[config.mk]
export PLATFORM = sky130hd
export DESIGN_NAME = pc_fetch_ctrl
export DESIGN_NICKNAME = d
export VERILOG_FILES = /design/src/rtl/pc_fetch_ctrl.sv
export SDC_FILE = /design/constraint.sdc
export NUM_CORES = 1
export LEC_CHECK = 0
export BUFFER_PORTS_ARGS = -buffer_cell sky130_fd_sc_hd__buf_2
export CORE_ASPECT_RATIO = 0.5
export CORE_MARGIN = 2
export CORE_UTILIZATION = 54
export CTS_CLUSTER_SIZE = 40
export DETAILED_ROUTE_END_ITERATION = 8
export GPL_TIMING_DRIVEN = 0
export PLACE_DENSITY = 0.85
export RECOVER_POWER = 100
export SYNTH_ARGS = -nofsm -noshare
export SYNTH_HDL_FRONTEND = slang
export SYNTH_SLANG_ARGS = --single-unit
[constraint.sdc]
create_clock -name clk -period 4.5 [get_ports clk]
set_clock_uncertainty 0.15 [all_clocks]
set_input_delay 0.225 -clock clk [delete_from_list [all_inputs] [get_ports clk]]
set_output_delay 0.225 -clock clk [all_outputs]
set_load 0.005 [all_outputs]
[src/rtl/pc_fetch_ctrl.sv]
// pc_fetch_ctrl: program counter and instruction-fetch sequencer.
// Holds the PC, keeps at most one instruction-memory request in flight,
// hands each fetched word plus its address to decode, and steers the PC on
// trap / jump / branch redirects. A redirect that lands while a request is
// still in flight parks the FSM in KILL until the stale response drains.
module pc_fetch_ctrl #(
  parameter int               WIDTH    = 32,
  parameter logic [WIDTH-1:0] RESET_PC = 32'h00000000,
  parameter logic [WIDTH-1:0] TRAP_VEC = 32'h00000080,
  parameter int               STEP     = 4
) (
  input  logic             clk,
  input  logic             rst,
  input  logic             stall,
  input  logic             br_taken,
  input  logic [WIDTH-1:0] br_target,
  input  logic             jmp,
  input  logic [WIDTH-1:0] jmp_target,
  input  logic             trap,
  output logic             imem_req,
  output logic [WIDTH-1:0] imem_addr,
  input  logic             imem_ack,
  input  logic [31:0]      imem_rdata,
  output logic             instr_valid,
  output logic [31:0]      instr,
  output logic [WIDTH-1:0] instr_pc,
  output logic [WIDTH-1:0] pc
);

  typedef enum logic [1:0] {
    IDLE  = 2'd0,
    FETCH = 2'd1,
    HOLD  = 2'd2,
    KILL  = 2'd3
  } state_t;

  localparam logic [WIDTH-1:0] ALIGN_MASK = {{(WIDTH-2){1'b1}}, 2'b00};
  localparam logic [WIDTH-1:0] STEP_W     = WIDTH'(STEP);

  state_t           state;
  state_t           state_n;
  logic [WIDTH-1:0] pc_n;
  logic [WIDTH-1:0] addr_n;
  logic [WIDTH-1:0] ipc_n;
  logic [31:0]      instr_n;
  logic             valid_n;

  logic             redirect;
  logic [WIDTH-1:0] target_raw;
  logic [WIDTH-1:0] target;

  // Resolve the redirect source by priority (trap, then jump, then branch) and word-align it.
  always_comb begin
    redirect   = trap | jmp | br_taken;
    target_raw = br_target;
    if (trap) begin
      target_raw = TRAP_VEC;
    end else if (jmp) begin
      target_raw = jmp_target;
    end
    target = target_raw & ALIGN_MASK;
  end

  // Next-state and next-register values; everything holds unless a state says otherwise.
  always_comb begin
    state_n  = state;
    pc_n     = pc;
    addr_n   = imem_addr;
    ipc_n    = instr_pc;
    instr_n  = instr;
    valid_n  = instr_valid;
    imem_req = 1'b0;

    case (state)
      IDLE: begin
        addr_n  = pc;
        state_n = FETCH;
      end

      FETCH: begin
        imem_req = 1'b1;
        if (redirect) begin
          pc_n = target;
          if (imem_ack) begin
            addr_n = target;
          end else begin
            state_n = KILL;
          end
        end else if (imem_ack) begin
          instr_n = imem_rdata;
          ipc_n   = imem_addr;
          valid_n = 1'b1;
          pc_n    = pc + STEP_W;
          state_n = HOLD;
        end
      end

      HOLD: begin
        if (redirect) begin
          valid_n = 1'b0;
          pc_n    = target;
          addr_n  = target;
          state_n = FETCH;
        end else if (!stall) begin
          valid_n = 1'b0;
          addr_n  = pc;
          state_n = FETCH;
        end
      end

      KILL: begin
        imem_req = 1'b1;
        if (redirect) begin
          pc_n = target;
          if (imem_ack) begin
            addr_n  = target;
            state_n = FETCH;
          end
        end else if (imem_ack) begin
          addr_n  = pc;
          state_n = FETCH;
        end
      end

      default: begin
        state_n = IDLE;
      end
    endcase
  end

  // State and datapath registers with synchronous active-low reset.
  always_ff @(posedge clk) begin
    if (!rst) begin
      state       <= IDLE;
      pc          <= RESET_PC;
      imem_addr   <= RESET_PC;
      instr_valid <= 1'b0;
      instr       <= 32'h0;
      instr_pc    <= '0;
    end else begin
      state       <= state_n;
      pc          <= pc_n;
      imem_addr   <= addr_n;
      instr_valid <= valid_n;
      instr       <= instr_n;
      instr_pc    <= ipc_n;
    end
  end

endmodule

# --- Word level (Yosys, flattened, before mapping) ---
# Cells that the tools add are included.
classes:
  addsub: 1
  n_eq_ne: 12
  mux: 26
  n_bitwise: 3
  reduce_logical: 10
op_table:
  columns: ["cell", "count"]
  rows:
  - ["two-way mux 32 bit", 11]
  - ["one-hot mux 32 bit (4 select lines)", 1]
  - ["one-hot mux 32 bit (2 select lines)", 1]
  - ["adder 32 x 3 -> 32 bit (second input constant)", 1]
  - ["two-way mux 2 bit", 6]
  - ["!= test 3 bit (second input constant)", 4]
  - ["AND reduction 3 bit", 3]
  - ["!= test 2 bit (second input constant)", 4]
  - ["one-hot mux 2 bit (4 select lines)", 1]
  - ["AND reduction 4 bit", 2]
  - ["two-way mux 1 bit", 5]
  - ["== test 2 bit (second input constant)", 2]
  - ["nonzero test 2 bit", 2]
  - ["OR reduction 2 bit", 2]
  - ["== test 2 x 1 -> 1 bit (second input constant)", 1]
  - ["zero test 2 bit", 1]
  - ["!= test 2 x 1 -> 1 bit (second input constant)", 1]
  - ["bitwise OR 1 bit", 2]
  - ["one-hot mux 1 bit (2 select lines)", 1]
  - ["inverter 1 bit", 1]
totals:
  ff_bits: 131
  input_bits: 103
  out_inout_bits: 130
  elab_cells: 58

# --- Logic depth before layout (Yosys ltp) ---
# Gate-level depths: netlist (run 1).
depth:
  depth_word: 5
  depth_mapped: 8
  mapped_depth_nobuf: 6

# --- Least setup slack after synthesis (run 1) ---
# Ideal clock, no wire load.
synth_timing:
  kind: "input port to flip-flop"
  from: "in jmp"
  to: "reg imem_addr[10]"
  setup_time_ns: 0.120
  t_arrival_ns: 1.655
  required_ns: 4.230
  setup_slack_ns: 2.575
  path_stages: 8
  path_buffers: 3
  path_cell_list: "buf_6 > or3_4 > a311o_1 > and2_1 > buf_6 > buf_6 > nand3_2 > nand3_1"
synth_via:
  elab_chain_len: 5
  word_cells_on_any_way: 13
  cone_classes: "3 x eq/ne; 7 x mux; 2 x bitwise; 1 x reduce/logical"
synth_lines:
  columns: ["item", "line_no", "source"]
  rows:
  - ["from (decl)", "17", "input logic jmp,"]
  - ["two-way mux 32 bit", "58", "end else if (jmp) begin"]
  - ["two-way mux 32 bit", "56", "if (trap) begin"]
  - ["two-way mux 32 bit", "84, 115", null]
  - ["two-way mux 32 bit, on equally long branches", "113, 82", null]
  - ["one-hot mux 32 bit (4 select lines)", "74", "case (state)"]
  - ["to (signal assigned)", "143", "imem_addr <= addr_n;"]
  - ["to (decl)", "21", "output logic [WIDTH-1:0] imem_addr,"]
# Parallel ways exist; a longest one is shown, timed or not. The select of a mux whose other input is x is not followed.
# A chain may end at the register's enable or synchronous reset.

# --- Worst setup path in the final report (run 1) ---
layout_timing:
  from: "reg state[1]"
  to: "reg instr[0]"
layout_via:
  elab_chain_len: 2
layout_lines:
  columns: ["item", "line_no", "source"]
  rows:
  - ["from (decl)", "40", "state_t state;"]
  - ["from (signal assigned)", "141", "state <= state_n;"]
  - ["== test 2 x 1 -> 1 bit", "74", null]
  - ["AND reduction 3 bit (no line)", null, null]
  - ["to (signal assigned)", "145", "instr <= instr_n;"]
  - ["to (decl)", "25", "output logic [31:0] instr,"]
# No other way between the ends.

==> results of run 1 <==
worst min-delay path, cell delays in order:
cell	delay, ns
buf_2	0.10
mux2i_1	0.12
nor2_1	0.08
nand3_1	0.07
a31oi_1	0.08
cells by family (layout without fill, tap and decap cells):
group	after synthesis	in the layout	share of synthesized area
compound gates	231	231	0.2291
xor+xnor	3	3	0.003944
fa+ha+maj	1	1	0.001878
buf+inv	80	370	0.05502
flops	129	129	0.3876
mux	29	29	0.04357
other cells	1	2	0.0005628
simple gates	395	395	0.2783
power by group through the flow:
stage	Combinational, uW	Sequential (uW)	Clock [uW]
after CTS	460	1270	1530
final	467	1270	1530
after global routing	500	1280	1580
after global placement	427	1290	0
after floorplan	255	1270	0
after detailed placement	435	1290	0
layer usage:
layer,routed length (um),vias up,part of all wire
met2,11510,517,0.45
met5,0,-,0
met3,3022,64,0.12
met1,10770,3754,0.42
li1,-,3660,-
met4,525,0,0.020
worst max path at each step:
stage	startpoint	to	slack (ns)	cells after the start
floorplan	jmp	imem_addr[10]	2.57	8
global placement	state[1]	pc[9]	1.92	8
detailed placement	state[1]	pc[29]	1.90	7
CTS	state[1]	pc[29]	1.85	7
global route	state[1]	pc[6]	1.48	7
finish	state[1]	instr[0]	1.57	7
area by class of cell:
cell class / count / area (um2) / share of cell area
Multi-Input combinational cell: 661 / 3717 / 0.4195
Sequential cell: 129 / 2582 / 0.2914
Timing Repair Buffer: 258 / 1355 / 0.1529
Clock buffer: 21 / 470.5 / 0.05309
Buffer: 74 / 331.6 / 0.03742
Tap cell: 165 / 206.4 / 0.02330
Clock inverter: 11 / 175.2 / 0.01977
Inverter: 6 / 22.52 / 0.002542
synth_stat cells, types with 5 or more instances:
cell type	number
a22oi_1	7
buf_2	22
a21o_1	24
nand3_1	71
clkbuf_1	45
o32ai_1	5
a22o_1	5
o311ai_0	5
nand2_1	192
a21oi_1	89
mux2i_1	29
nand4_1	7
and2_1	5
nor2_1	51
inv_1	6
o22a_1	24
a211oi_1	16
nand3_2	20
nor3_1	16
o31ai_1	8
o21ai_0	23
and3_1	8
dfxtp_1	129
sequential cells by signal (all words and copies together) (netlist names):
signal and count:
pc 30, instr_valid 1, imem_addr 32, state 2
instr 32, instr_pc 32
through the flow:
step	area [um2]	worst slack [ns]	hold slack [ns]	total power [uW]	instances
floorplan	6666	2.575	0.2110	1530	870
global placement	7999	1.923	0.2891	1716	1260
detailed placement	7999	1.895	0.2936	1726	1260
CTS	8975	1.852	0.1548	3253	1325
global route	8861	1.479	0.1982	3359	1325
finish	8861	1.572	0.1673	3272	1325
repair_timing:
| item | 4_1_cts | 5_1_grt |
|---|---|---|
| hold buffers | 33 | 0 |
| setup buffers | 0 | 0 |
| hold endpoints to repair | 34 | 0 |
==> results.cfg, run 1 <==
[logic_synthesis]
yosysWarnings = 0
postSynthCellCount = 869
syn_avg_cell_area_um2 = 7.667
ys_seq_area_frac = 0.3876
yosys.area.top_type_share = 0.3876
async_flop_share = 0
dominantRegCellSynth = dfxtp_1
synth_area_um2 = 6663
synth_top_area_cell = dfxtp_1
yosys-top-cells-area = dfxtp_1 39%, nand2_1 11%, a21oi_1 6.7%
synth_edf_count = 0
synth-seq-cells = 129
synth_cell_types = 55

[power_and_ir_drop]
ir_drop_mv = 0.2216
pwr-share-seq = 0.389
p_int_uw = 2372
netSwitchingFraction = 0.2752
power_density_nw_per_um2 = 369.3
p_leak_uw = 0.003612
pwr-share-clk = 0.469
switching_power_uw = 900.6
pwr-share-comb = 0.143

[setup_path]
reg2reg_to = instr[0]
cpMostUsedCell = clkbuf_1
r2r_slack_ns = 1.57
start_kind = register
path_cells = clkbuf_1 -> clkbuf_1 -> nor3_1 -> clkbuf_1 -> clkbuf_1 -> nand2_1 -> a21oi_1
timing.rr.start = state[1]
path_max_fanout = 10
crit_family = buffers and inverters
cp.arrival_ns = 3.10
cp_slowest_cell = nor3_1
path_class = register to register
cp.required_ns = 4.67
end_kind = register
cpPeakStageDelay_ns = 0.60
path_buf_inv = 4
r2r_cells = 7

[layout]
utilization = 0.7439
layout_common_cells = 192 x nand2_1, 156 x buf_2, 135 x clkbuf_1
antennaDiodeCount = 0
fin_nets = 1251
final_common_cell = nand2_1
drive_above_1_share = 0.1871
fillers = 983
syn2layout_area_growth_pct = 33.00

[floorplanning]
start_util = 0.5593
ioPinCount = 233
die_w_um = 161.1
die-area_um2 = 13300
rows = 28
coreArea_um2 = 11910
die_y_um = 82.55

[sta]
setup_viol = 0
max_slew.worst_pin.slew_ns = 0.7842
fin_crit_sh = 0.6506
fmax_mhz = 341.5
maxSlewViolCount = 0
rsz0062_at_grt = no
finalSetupTns_ns = 0
min_period_ns = 2.928
slew_headroom = 0.4772
hold_viol = 0

[grt]
grt_use_met2 = 0.5983
grt_pass1_vias = 7141
grt_max_degree = 17
busiest_layer = met2
grt_pass1_wl_mm = 38.44
grt_overflow = 0
grtUsageMet3 = 0.08941
antenna_found_initial = 0
grt_use_met1 = 0.4976
grt_usage = 0.3730

[place]
gp_congestion = 0.9865
portBuffers = 225
hpwl_mm = 17.98

[routing]
drt_iter0_drc = 996
drt_first_pass_iters = 6
post_drt_wl_per_cell_um = 19.49
ant_nets = 0
drc = 0
drt-vias-per-instance = 6.034
vias = 7995
drt-total-wl_mm = 25.83

[clocking]
cts.sinks = 129
clockBufferDepth = 2
cts_buffers = 17
post_cts_resized = 0
cts_tree = yes
clock_latency_ns = 0.42
clkSlewWorstSetupHoldPaths_ns = 0.06
htreeDepth = 4
clock-root-buffer = clkbuf_16

[min_path]
hold_start = br_target[2]
worst_hold_path.endpoint = pc[2]
min_path_type = primary input to register
whs_path_depth = 5

[run_status]
outcome = finished clean

[job]
drv_cap = 0
No activity file was read; power rests on OpenSTA's default activity.
==> inputs of run 2 (changes only) <==
- CORE_UTILIZATION: 54 -> 51
- PLACE_DENSITY: 0.85 -> 0.81
- clock period: 4.5 -> 2.9 ns (I/O delays scaled with it)
==> run 2 against run 1 <==
Net effect: largest power group unchanged; first-iteration DRC count shrank 18%; highest routed layer is now met5; hold slack got worse by 0.11 ns; clock power increased by 44%; final area down 0.35%; setup slack lost 1.4 ns; fmax up 5.8%; total power increased by 50%; via count down 1.6%; register-to-register slack worse by 1.4 ns.
==> results.cfg, run 2 (synthesized netlist as in run 1, its figures left out) <==
[setup_path]
cp.arrival_ns = 2.93
end_kind = register
path_class = register to register
r2r_cells = 7
path_max_fanout = 10
start_kind = register
cp.required_ns = 3.07

[sta]
max_slew.worst_pin.slew_ns = 0.8548
rsz0062_at_grt = no
fin_crit_sh = 0.9541
fmax_mhz = 361.4
slew_headroom = 0.4280
hold_viol = 0
setup_viol = 0
min_period_ns = 2.767
finalSetupTns_ns = 0
maxSlewViolCount = 0
timing.hold.ws_ns = 0.05982

[routing]
drt_first_pass_iters = 6
post_drt_wl_per_cell_um = 19.27
drc = 0
drt_iter0_drc = 812
ant_nets = 0
vias = 7871
drt-vias-per-instance = 5.918
drt-total-wl_mm = 25.63

[power_and_ir_drop]
p_leak_uw = 0.003627
power_density_nw_per_um2 = 554.7
ir_drop_mv = 0.2974
total_power_uw = 4898

[layout]
drive_above_1_share = 0.1974
biggestRegsByFlops = imem_addr: 32 flops, instr: 32 flops, instr_pc: 32 flops
antennaDiodeCount = 0
fin_nets = 1251
layout_common_cells = 192 x nand2_1, 167 x buf_2, 129 x dfxtp_1
final_common_cell = nand2_1
fillers = 1108
syn2layout_area_growth_pct = 32.53

[clocking]
clkSlewWorstSetupHoldPaths_ns = 0.06
cts_buffers = 17
clockBufferDepth = 2
cts_hold_buffers = 33
post_cts_resized = 0
clock_latency_ns = 0.42
cts_tree = yes
cts.sinks = 129
htreeDepth = 4
clock-root-buffer = clkbuf_16
post-cts-setup-buffers = 0

[min_path]
whs_path_depth = 4
min_path_type = primary input to register

[grt]
grt_pass1_vias = 7480
grt_usage = 0.3577
grt_overflow = 0
grt_pass1_wl_mm = 39.96
grt_max_degree = 17
antenna_found_initial = 1

[place]
gp_congestion = 1.012
portBuffers = 225
hpwl_mm = 18.21

[job]
drv_cap = 0

[run_status]
outcome = finished clean

[floorplanning]
coreArea_um2 = 12700
die-area_um2 = 14050
rows = 29
die_w_um = 165.6
start_util = 0.5246
die_y_um = 84.82
ioPinCount = 233
## run 2: cell types whose count changed in the layout (fill, tap and decap cells not counted)
cell and delta:
buf_1 +1, buf_2 +11, bufinv_16 -2, clkbuf_1 -13, clkbuf_2 +1, clkbuf_8 -2
clkinv_4 -1, clkinvlp_4 +2, inv_6 +2, inv_8 +1
## run 2: report_power, final
group | internal (uW) | total (uW) | switching, uW
Clock | 1310 | 2200 | 894
Sequential | 1850 | 1970 | 118
Combinational | 312 | 725 | 413
Total | 3470 | 4900 | 1430
## run 2: path summary, 6_finish.rpt
check | start | endpoint | slack [ns]
setup / recovery | state[1] | pc[27] | 0.13
hold / removal | rst | pc[23] | 0.06
setup reg to reg | state[1] | pc[27] | 0.13
hold reg to reg | instr[14] | instr[14] | 0.30
## run 2: through the flow
step,util,std cells,instance area [um2],setup slack (ns)
after floorplan,-,870,6666,0.9857
after global placement,0.6303,1265,8005,0.2785
after detailed placement,0.6303,1265,8005,0.2867
after CTS,0.7031,1330,8929,0.2823
after global routing,0.6953,1330,8830,0.03176
final,0.6953,1330,8830,0.1330
## run 2: area by class of cell
| class | instances | area, um2 | share of cell area |
|---|---|---|---|
| well taps | 170 | 212.7 | 0.02409 |
| inverters | 6 | 22.52 | 0.002551 |
| flip-flops and latches | 129 | 2582 | 0.2925 |
| multi-input cells | 661 | 3717 | 0.4210 |
| clock inverters | 13 | 150.1 | 0.01700 |
| clock buffers | 19 | 442.9 | 0.05016 |
| plain buffers | 74 | 335.3 | 0.03798 |
| repair buffers | 258 | 1366 | 0.1547 |
## run 2: per-layer routing
metal,vias to the layer above,wire [um],GRT usage
met2,473,11300,0.5673
met5,-,13,0
met3,46,2978,0.09935
met4,2,394,0.1012
met1,3683,10940,0.4829
li1,3667,-,-
## run 2: critical path, cell delays in order (launching register included)
cell and delay (ns):
dfxtp_1 0.30, buf_2 0.17, nor2_1 0.08, clkbuf_1 0.29, a21oi_1 0.66, clkbuf_1 0.55
o32ai_1 0.19, a211oi_1 0.27
==> inputs of run 3 (changes only) <==
--- a/config.mk
+++ b/config.mk
@@ -6,4 +6,5 @@
 export NUM_CORES = 1
 export LEC_CHECK = 0
+export ABC_CLOCK_PERIOD_IN_PS = 2900
 export BUFFER_PORTS_ARGS = -buffer_cell sky130_fd_sc_hd__buf_2
 export CORE_ASPECT_RATIO = 0.5
==> constraint.sdc (replaced) <==
create_clock -name clk -period 2.9 [get_ports clk]
set_clock_uncertainty 0.15 [all_clocks]
set_input_delay 0 -clock clk [delete_from_list [all_inputs] [get_ports clk]]
set_output_delay 0 -clock clk [all_outputs]
set_load 0.005 [all_outputs]
==> run 3 against run 2 <==
Net effect: sequential share of layout area fell by 0.29 points; routed wire length rose by 1.3%; final area rose by 0.99%; die area did not move; total power rose by 0.34%; first-iteration DRC count rose by 4.1%; global-route usage rose by 0.41 points; critical endpoint unchanged; fmax fell by 2.6%; sequential power barely moved.
==> results.cfg, run 3 (synthesized netlist as in run 1, its figures left out) <==
[run_status]
outcome = finished clean

[floorplanning]
rows = 29
die-area_um2 = 14050
start_util = 0.5246
die_y_um = 84.82
die_w_um = 165.6
ioPinCount = 233
coreArea_um2 = 12700

[setup_path]
reg2reg_to = pc[27]
r2r_cells = 7
path_max_fanout = 10
cp.required_ns = 3.07
start_kind = register
r2r_slack_ns = 0.06
timing.rr.start = state[1]
path_class = register to register
end_kind = register
cp.arrival_ns = 3.01
worstSetupEndpoint = pc[27]
cp-startpoint = state[1]

[sta]
min_period_ns = 2.842
fin_crit_sh = 0.9801
fmax_mhz = 351.8
setup_viol = 0
setup_ws_ns = 0.05782
finalSetupTns_ns = 0
maxSlewViolCount = 0
rsz0062_at_grt = no
slew_headroom = 0.4368
hold_viol = 0
max_slew.worst_pin.slew_ns = 0.8417
timing.hold.ws_ns = 0.01061

[routing]
drt_first_pass_iters = 5
ant_nets = 0
drt-vias-per-instance = 5.922
post_drt_wl_per_cell_um = 19.38
vias = 7929
drt-total-wl_mm = 25.95
drt_iter0_drc = 845
drc = 0

[clocking]
clockBufferDepth = 2
cts_buffers = 17
cts.sinks = 129
htreeDepth = 4
clock-root-buffer = clkbuf_16
post-cts-setup-buffers = 0
clock_latency_ns = 0.42
clkSlewWorstSetupHoldPaths_ns = 0.06
cts_tree = yes

[grt]
grt_pass1_vias = 7556
antenna_found_initial = 1
grt_usage = 0.3617
grt_pass1_wl_mm = 40.41
grt_max_degree = 17
grt_overflow = 0

[power_and_ir_drop]
p_leak_uw = 0.003658
total_power_uw = 4914
ir_drop_mv = 0.3005
power_density_nw_per_um2 = 551.1

[layout]
biggestRegsByFlops = imem_addr: 32 flops, instr: 32 flops, instr_pc: 32 flops
fin_nets = 1260
syn2layout_area_growth_pct = 33.84
final_common_cell = nand2_1
drive_above_1_share = 0.1942
multi_input_area_um2 = 3717
regArea_um2 = 2582
fillers = 1096
layout_common_cells = 192 x nand2_1, 165 x buf_2, 129 x dfxtp_1
antennaDiodeCount = 0

[place]
hpwl_mm = 18.21
place_ws_ns = 0.2867
gp_congestion = 1.012
portBuffers = 225

[job]
drv_cap = 0

[min_path]
min_path_type = primary input to register
[run 3: cell count changes in the layout (fill, tap and decap cells not counted)]
cell / previous run / this run
dlygate4sd3_1: 33 / 42
buf_2: 167 / 165
clkbuf_1: 122 / 124
[run 3: critical path: stages, from the launching register on]
cell	delay, ns
dfxtp_1	0.30
buf_2	0.17
nor2_1	0.08
clkbuf_1	0.31
a21oi_1	0.68
clkbuf_1	0.56
o32ai_1	0.20
a211oi_1	0.28
[run 3: power breakdown]
| part | leakage (uW) | internal (uW) | switching, uW |
|---|---|---|---|
| clock network | 0.000279 | 1310 | 896 |
| registers | 0.00105 | 1850 | 118 |
| logic | 0.00233 | 320 | 420 |
| total | 0.00366 | 3480 | 1430 |
[run 3: worst min-delay path by stage]
stage,end,slack [ns],startpoint,cells past startpoint
CTS,pc[15],0.003,jmp_target[15],5
detailed placement,instr[25],0.1,imem_rdata[25],3
floorplan,instr[0],-0.01,imem_rdata[0],2
global placement,instr[1],0.09,imem_rdata[1],3
global route,pc[3],0.05,br_target[3],5
finish,pc[14],0.01,jmp_target[14],5
[run 3: repair_timing]
| action | CTS | global route |
|---|---|---|
| endpoints found under the hold margin | 47 | 0 |
| hold buffers | 42 | 0 |
| resized for setup | 0 | 0 |
[run 3: final cells by class]
class | count | area share
Multi-Input combinational cell | 661 | 0.4169
Sequential cell | 129 | 0.2896
Timing Repair Buffer | 267 | 0.1630
Clock buffer | 19 | 0.04967
Buffer | 74 | 0.03760
Tap cell | 170 | 0.02385
Clock inverter | 13 | 0.01684
Inverter | 6 | 0.002526
[run 3: metal layers]
| metal | vias up | wire, um | track usage |
|---|---|---|---|
| met5 | - | 10 | 0 |
| li1 | 3684 | - | - |
| met3 | 48 | 2817 | 0.09748 |
| met1 | 3737 | 11160 | 0.4864 |
| met4 | 2 | 442 | 0.1012 |
| met2 | 458 | 11520 | 0.5794 |
[run 3: metrics by stage]
step	area [um2]	cells	utilization
final	8917	1339	0.7022
after CTS	9019	1339	0.7101
after detailed placement	8005	1265	0.6303
after floorplan	6666	870	-
after global routing	8917	1339	0.7022
after global placement	8005	1265	0.6303
